<file path="src/rtl/count_sequencer_pkg.sv">
// Shared state encoding for the count sequencer FSM.
package count_sequencer_pkg;

    localparam int unsigned STATE_W = 2;

    typedef enum logic [STATE_W-1:0] {
        S_IDLE  = 2'b00,
        S_RUN   = 2'b01,
        S_PAUSE = 2'b10,
        S_DONE  = 2'b11
    } seq_state_e;

endpackage

</file>
<file path="src/rtl/count_sequencer_rate_prescaler.sv">
// Rate prescaler: free-running 0..PRESCALE-1 counter gated by run, tick on the last phase.
module rate_prescaler #(
    parameter int unsigned PRESCALE = 4
) (
    input  logic clk,
    input  logic rst,
    input  logic run,
    input  logic clr,
    output logic tick
);

    localparam int unsigned PW = (PRESCALE > 1) ? $clog2(PRESCALE) : 1;
    localparam logic [PW-1:0] PRE_MAX = PW'(PRESCALE - 1);

    logic [PW-1:0] pre_q, pre_d;

    always_comb begin
        pre_d = pre_q;
        if (clr) begin
            pre_d = '0;
        end else if (run) begin
            pre_d = (pre_q == PRE_MAX) ? '0 : pre_q + PW'(1);
        end
    end

    always_ff @(posedge clk) begin
        if (rst) begin
            pre_q <= '0;
        end else begin
            pre_q <= pre_d;
        end
    end

    assign tick = (pre_q == PRE_MAX);

endmodule

</file>
<file path="src/rtl/count_sequencer.sv">
// Run/pause/terminal-count sequencer for the enable-driven up counter datapath.
// Optional feature: COUNT_SEQUENCER_AUTORELOAD_EN (DONE becomes a 1-cycle pulse, then auto re-run).
module count_sequencer
    import count_sequencer_pkg::*;
#(
    parameter int unsigned WIDTH    = 3,
    parameter int unsigned PRESCALE = 4
) (
    input  logic             Clk,
    input  logic             Rst,
    input  logic             Start,
    input  logic             Stop,
    input  logic             Clear,
    input  logic [WIDTH-1:0] Limit,
    input  logic [WIDTH-1:0] Count,
    input  logic             Carry,
    output logic             CntEn,
    output logic             CntRst,
    output logic             Busy,
    output logic             Done,
    output logic             Err,
    output logic [1:0]       State
);

    seq_state_e       state_q, state_d;
    logic [WIDTH-1:0] limit_q, limit_d;
    logic             cnt_rst_q, cnt_rst_d;
    logic             err_q, err_d;
    logic             busy_q, busy_d;
    logic             done_q, done_d;
    logic             tick;
    logic             at_limit;

    // Pre is held at zero outside RUN/PAUSE so every entry into RUN from IDLE or DONE starts a fresh period.
    rate_prescaler #(
        .PRESCALE(PRESCALE)
    ) u_prescaler (
        .clk (Clk),
        .rst (Rst),
        .run ((state_q == S_RUN) && !Stop && !Clear),
        .clr ((state_q == S_IDLE) || (state_q == S_DONE)),
        .tick(tick)
    );

    assign at_limit = (Count == limit_q);
    assign CntEn    = (state_q == S_RUN) && tick && !at_limit && !Stop && !Clear;

    always_comb begin
        state_d = state_q;
        limit_d = limit_q;
        err_d   = Clear ? 1'b0 : (err_q | (Carry & CntEn));
        unique case (state_q)
            S_IDLE: begin
                if (Start && !Stop && !Clear) begin
                    state_d = S_RUN;
                    limit_d = Limit;
                end
            end
            S_RUN: begin
                if (Clear) begin
                    state_d = S_IDLE;
                end else if (Stop) begin
                    state_d = S_PAUSE;
                end else if (at_limit) begin
                    state_d = S_DONE;
                end
            end
            S_PAUSE: begin
                if (Clear) begin
                    state_d = S_IDLE;
                end else if (Start && !Stop) begin
                    state_d = S_RUN;
                end
            end
            S_DONE: begin
`ifdef COUNT_SEQUENCER_AUTORELOAD_EN
                state_d = Clear ? S_IDLE : S_RUN;
`else
                if (Clear || Start) begin
                    state_d = S_IDLE;
                end
`endif
            end
        endcase

        // In autoreload the counter is cleared during the single DONE cycle so RUN resumes from zero.
`ifdef COUNT_SEQUENCER_AUTORELOAD_EN
        cnt_rst_d = (state_d == S_IDLE) || (state_d == S_DONE);
`else
        cnt_rst_d = (state_d == S_IDLE);
`endif
        busy_d = (state_d == S_RUN) || (state_d == S_PAUSE);
        done_d = (state_d == S_DONE);
    end

    always_ff @(posedge Clk) begin
        if (Rst) begin
            state_q   <= S_IDLE;
            limit_q   <= '0;
            cnt_rst_q <= 1'b1;
            err_q     <= 1'b0;
            busy_q    <= 1'b0;
            done_q    <= 1'b0;
        end else begin
            state_q   <= state_d;
            limit_q   <= limit_d;
            cnt_rst_q <= cnt_rst_d;
            err_q     <= err_d;
            busy_q    <= busy_d;
            done_q    <= done_d;
        end
    end

    assign CntRst = cnt_rst_q;
    assign Err    = err_q;
    assign Busy   = busy_q;
    assign Done   = done_q;
    assign State  = state_q;

endmodule
</file>
<file path="config.mk">
export PLATFORM = sky130hd
export DESIGN_NAME = count_sequencer
export DESIGN_NICKNAME = d
export VERILOG_FILES = /design/src/rtl/count_sequencer_pkg.sv /design/src/rtl/count_sequencer_rate_prescaler.sv /design/src/rtl/count_sequencer.sv
export SDC_FILE = /design/constraint.sdc
export NUM_CORES = 1
export LEC_CHECK = 0
export ABC_AREA = 1
export CAP_MARGIN = 5
export CELL_PAD_IN_SITES_DETAIL_PLACEMENT = 0
export CELL_PAD_IN_SITES_GLOBAL_PLACEMENT = 2
export CORE_ASPECT_RATIO = 0.5
export CORE_MARGIN = 2
export CORE_UTILIZATION = 24
export CTS_CLUSTER_DIAMETER = 50
export CTS_CLUSTER_SIZE = 28
export DETAILED_ROUTE_END_ITERATION = 10
export GPL_ROUTABILITY_DRIVEN = 0
export PLACE_DENSITY_LB_ADDON = 0.1
export SLEW_MARGIN = 5
export SYNTH_ARGS = -nofsm -noshare
export SYNTH_HDL_FRONTEND = slang
export SYNTH_SLANG_ARGS = --single-unit
</file>
<file path="constraint.sdc">
create_clock -name Clk -period 1.6 [get_ports Clk]
set_input_delay 0.16 -clock Clk [delete_from_list [all_inputs] [get_ports Clk]]
set_output_delay 0.16 -clock Clk [all_outputs]
set_load 0.02 [all_outputs]
</file>
# After elaboration in Yosys (flattened, before gate mapping)
# Index checks and enable logic that the tools add are counted.
[totals] elab_cells=46 out_inout_bits=7 ff_bits=11
[op_classes] bitwise=2 add_sub_neg=1 n_eq_ne=8 n_reduce_logical=19 muxes=9
[op_table] op="$mux 2" n=8
[op_table] op="$eq 2x2->1 const B" n=5
[op_table] op="$logic_and 1x1->1" n=8
[op_table] op="$pmux 2 s4" n=1
[op_table] op="$eq 2x1->1 const B" n=2
[op_table] op="$logic_not 2->1" n=2
[op_table] op="$reduce_or 2->1" n=2
[op_table] op="$eq 3x3->1" n=1
[op_table] op="$logic_not 1->1" n=3
[op_table] op="$logic_or 1x1->1" n=3
[op_table] op="$add 2x1->2 const B" n=1
[op_table] op="$reduce_and 2->1" n=1
[op_table] op="$and 1x1->1" n=1
[op_table] op="$or 1x1->1" n=1

# Depth between registers and ports, before layout
# Gate-level depths: netlist of the first run.
[logic_depth] word_depth=7 depth_mapped=12 depth_no_buf=12

# Modules after synthesis
# From an unflattened synthesis of the first run, not the netlist that was laid out.
[hier_totals] cells_unflattened=93 area_unflattened_um2=633.1
[by_module_without_submodules] mod="count_sequencer" cells_each=79 n_inst=1 seq_area_each_um2=180.2 area_each_um2=535.5
[by_module_without_submodules] mod="rate_prescaler" cells_each=14 n_inst=1 seq_area_each_um2=40.0 area_each_um2=97.6

# Least setup slack after synthesis of the first run
# No wires, ideal clock.
[synth_path] path_type="reg2reg" startpoint="register state_q[0] (netlist: State[0])" endpoint="register busy_q (netlist: Busy)" arrival_ns=1.388 path_slack_ns=0.098 synth_period_minus_slack_ns=1.502 setup_time_ns=0.114 path_stages_with_launch=13 n_path_buf=0 cell_sequence="dfxtp_1 inv_1 ha_1 inv_1 nor2_1 nand2_1 o21ai_1 nor2_1 nand2_1 nand2_2 nand2_1 nand2_2 nor2_2"
[synth_via] elab_chain_len=6
[synth_rtl] element="start, declared" line="count_sequencer.sv:25" source="seq_state_e state_q, state_d;"
[synth_rtl] element="start signal, assigned" line="count_sequencer.sv:105" source="state_q <= state_d;"
[synth_rtl] element="$mux 2" line="count_sequencer.sv:64" source="end else if (at_limit) begin"
[synth_rtl] element="$mux 2" line="count_sequencer.sv:62" source="end else if (Stop) begin"
[synth_rtl] element="$mux 2" line="count_sequencer.sv:60" source="if (Clear) begin"
[synth_rtl] element="$pmux 2 s4 *" line="count_sequencer.sv:52" source="unique case (state_q)"
[synth_rtl] element="$eq 2x1->1 / $eq 2x2->1 (equally long branches)" line="count_sequencer.sv:92" source="busy_d = (state_d == S_RUN) || (state_d == S_PAUSE);"
[synth_rtl] element="$logic_or 1x1->1 *" line="count_sequencer.sv:92"
[synth_rtl] element="end signal, assigned" line="count_sequencer.sv:109" source="busy_q <= busy_d;"
[synth_rtl] element="end, declared" line="count_sequencer.sv:29" source="logic busy_q, busy_d;"
# Mark *: on every way between the ends. The rest lies on a longest branch, timed or not.
# A chain may end at the register's enable or synchronous reset.

# Worst setup path in the final report of the first run
[layout_path] startpoint="register state_q[1] (netlist: State[1])" endpoint="output CntEn"
[layout_via] elab_chain_len=5
[layout_rtl] element="$eq 2x1->1" line="count_sequencer.sv:46" source="assign CntEn = (state_q == S_RUN) && tick && !at_limit && !Stop && !Clear;"
[layout_rtl] element="$logic_and 1x1->1 (4 in a row)" line="count_sequencer.sv:46"
[layout_rtl] element="end, declared" line="count_sequencer.sv:17" source="output logic CntEn,"
# No other way between the ends.

==> results by group, run 1 <==
Detailed routing
  • Violation count after the first detailed-routing iteration: 36
  • Avg WL per Cell: 9.46 um
  • Routed Antenna Nets: 0
  • Routed WL: 1490 um
  • Via count: approximately 630
  • DRT Pass-1 Iters: 5
  • Vias/cell: ~4.0
  • # DRC: 0

STA
  • Final TNS setup: 0 ns
  • RSZ-0062 raised after global routing: false
  • Slew margin rel.: between 80% and 90%
  • Tmin final: ~1.5 ns
  • Part of the cycle the worst path needs: between 90 and 100%
  • Tightest Pin Transition: ~0.24 ns
  • Hold slack: ~0.46 ns
  • Fin. max-slew vios: 0
  • Final Skew: between 0.003 and 0.004 ns
  • Fin. Hold Viols: 0
  • Final WS setup: 0.109 ns
  • # setup viols final: 0
  • Max Clk Rate: about 0.67 GHz

CTS
  • CTS tree: yes
  • Skew-Pair Late Insertion Delay: about 0.24 ns
  • TritonCTS buffer count: 3
  • CTS Sinks: 11
  • Maximum level of the CTS H-tree: 1
  • CTS Buffer Depth: 2
  • Root Buffer: clkbuf_8
  • CTS Hold Bufs: 0
  • Clock slew at reported path FFs: ~0.050 ns

Pwr
  • VDD IR-drop max: 0.560 mV
  • Tot Pwr: around 1.3 mW
  • Pwr Density: ~1400 mW/mm2
  • Static Leak: around 0.42 nW

Yosys
  • Syn. warnings: 0
  • Mapped Avg Cell Area: ~7.0 um2
  • Seq cells post-synth: 11
  • Mapped cell area: between 600 and 700 um2
  • Cells after synthesis: 90
  • Share of the yosys chip area belonging to registers: between 30% and 40%
  • Syn_nets: around 110
  • Synth cell types: 19

Worst setup path
  • Worst Setup End Kind: output pin
  • WS Path Type: flop to output pin
  • Critical Path AT: 1.33 ns
  • Worst Path Required: around 1.4 ns
  • Max FO, Critical Path: 3
  • Startpoint types: flop

Layout
  • Area Growth Syn to Fin: 53.8%
  • Ant diodes: 0
  • Layout Cells excl Fill: about 160
  • Fill cells: between 200 and 300
  • Nets: roughly 140
  • Footprint of the multi-input gates: ~370 um2
  • Register area: 223 um2
  • Fin util: 38.2%
  • Layout cells sized above 1: 24.2%
  • Fin area: ~980 um2

Floorplanning
  • Row cnt: 13
  • Die outline height: roughly 40 um
  • Initial core utilization: 24.8%
  • Die X: ~77 um
  • Core area: ~0.0026 mm2
  • Die Area: roughly 0.0031 mm2
  • Number of top-level pins: 19

Run
  • Max-cap violation count: 0

GRT
  • First-pass GRT wire length: about 2400 um
  • Largest net degree at the start of global routing: 8
  • Total global-route track usage: between 10% and 20%
  • Vias in the first global route: 562
  • Grt ovf: 0
  • Antenna violations before repair: 0

Place
  • Placed Area: slightly above 900 um2
  • # port buffers: 18
  • Placed insts: between 150 and 200
  • Dpl hpwl: ~1200 um
  • Pre-CTS setup slack: -0.205 ns

Status
  • Status: finished, final reports clean

Hold path
  • HP Class: flop to flop
-- path summary, 6_finish.rpt --
check	startpoint	slack, ns	end	cells past startpoint
hold reg to reg	Err$_SDFF_PP0_	0.46	Err$_SDFF_PP0_	2
setup reg to reg	State[0]$_SDFF_PP0_	0.17	Busy$_SDFF_PP0_	13
setup / recovery	State[1]$_SDFF_PP0_	0.11	CntEn	7
hold / removal	Err$_SDFF_PP0_	0.46	Err$_SDFF_PP0_	2
-- cells by family (layout without fill, tap and decap cells) --
logic type	count (synthesis)	in the layout	synth area share (%)
DFF	11	11	34.7
buffers and inverters	14	44	9.47
adders and majority gates	6	6	11.8
xor gates and xnor gates	1	1	1.38
and+or+nand+nor	43	43	30.0
AOI/OAI and AO/OA	15	15	12.6
-- where the power goes --
part           internal, mW  total (mW)  switching (mW)
Sequential            0.336       0.358          0.0213
Combinational         0.310       0.698           0.388
Clock                 0.171       0.279           0.107
Total                 0.818        1.33           0.516
-- per-layer routing --
layer  vias to the layer above  global-route usage, %  routed length (um)
li1                        344                      -                   -
met3                         0                   4.95                 100
met1                       273                   12.2                 775
met4                         0                   1.36                   0
met5                         -                      0                   0
met2                        17                   20.0                 609
-- cell type report --
class	instances	area share, %
multi-input cells	65	37.8
repair buffers	27	24.9
flip-flops and latches	11	22.8
inverters	13	5.00
well taps	37	4.74
clock buffers	3	4.23
clock inverters	1	0.513
-- critical path: stages, from the launching register on --
cell and delay [ns]:
dfxtp_2 0.32, inv_2 0.05, ha_2 0.16, inv_2 0.05, nor3_4 0.22, nand3_1 0.10
inv_1 0.05, buf_2 0.15
-- cell usage after synthesis (all sizes together) --
| library cell | count | area (um2) |
|---|---|---|
| nand2 | 26 | 105 |
| inv | 13 | 48.8 |
| nor2 | 12 | 47.6 |
| dfxtp | 11 | 220 |
| a21oi | 7 | 35.0 |
| ha | 6 | 75.1 |
| o21ai | 6 | 30.0 |
| nand3 | 2 | 10.0 |
| nor3 | 2 | 21.3 |
| a211oi | 1 | 7.51 |
| buf | 1 | 11.3 |
| nand4 | 1 | 6.26 |
| o211ai | 1 | 7.51 |
| xnor2 | 1 | 8.76 |
-- placed cells by master, fill, tap and decap left out, drive strengths merged --
cell type      count
clkdlybuf4s50     17
a211oi             1
dfxtp             11
clkbuf             3
nor3               2
o211ai             1
ha                 6
buf               10
inv               13
nand2             26
o21ai              6
xnor2              1
nand3              2
clkinv             1
nor2              12
a21oi              7
nand4              1
-- state kept, by name, summed over array words and instances, names as in the netlist --
register	count
Done	1
Busy	1
u_prescaler.pre_q	2
CntRst	1
limit_q	3
Err	1
State	2
-- timing repair --
item	CTS	global route
endpoints found under the setup margin	1	2
buffers inserted	0	1
gates resized for setup	3	10
pin swaps	0	3
Power figures use the tool's default switching activity.
==> run 2: changes to the inputs <==
CTS_CLUSTER_DIAMETER = unset   (was 50)
SLEW_MARGIN = unset   (was 5)
==> results of run 2 <==
The final DEF is identical to that of run 1; final timing and power are the same.
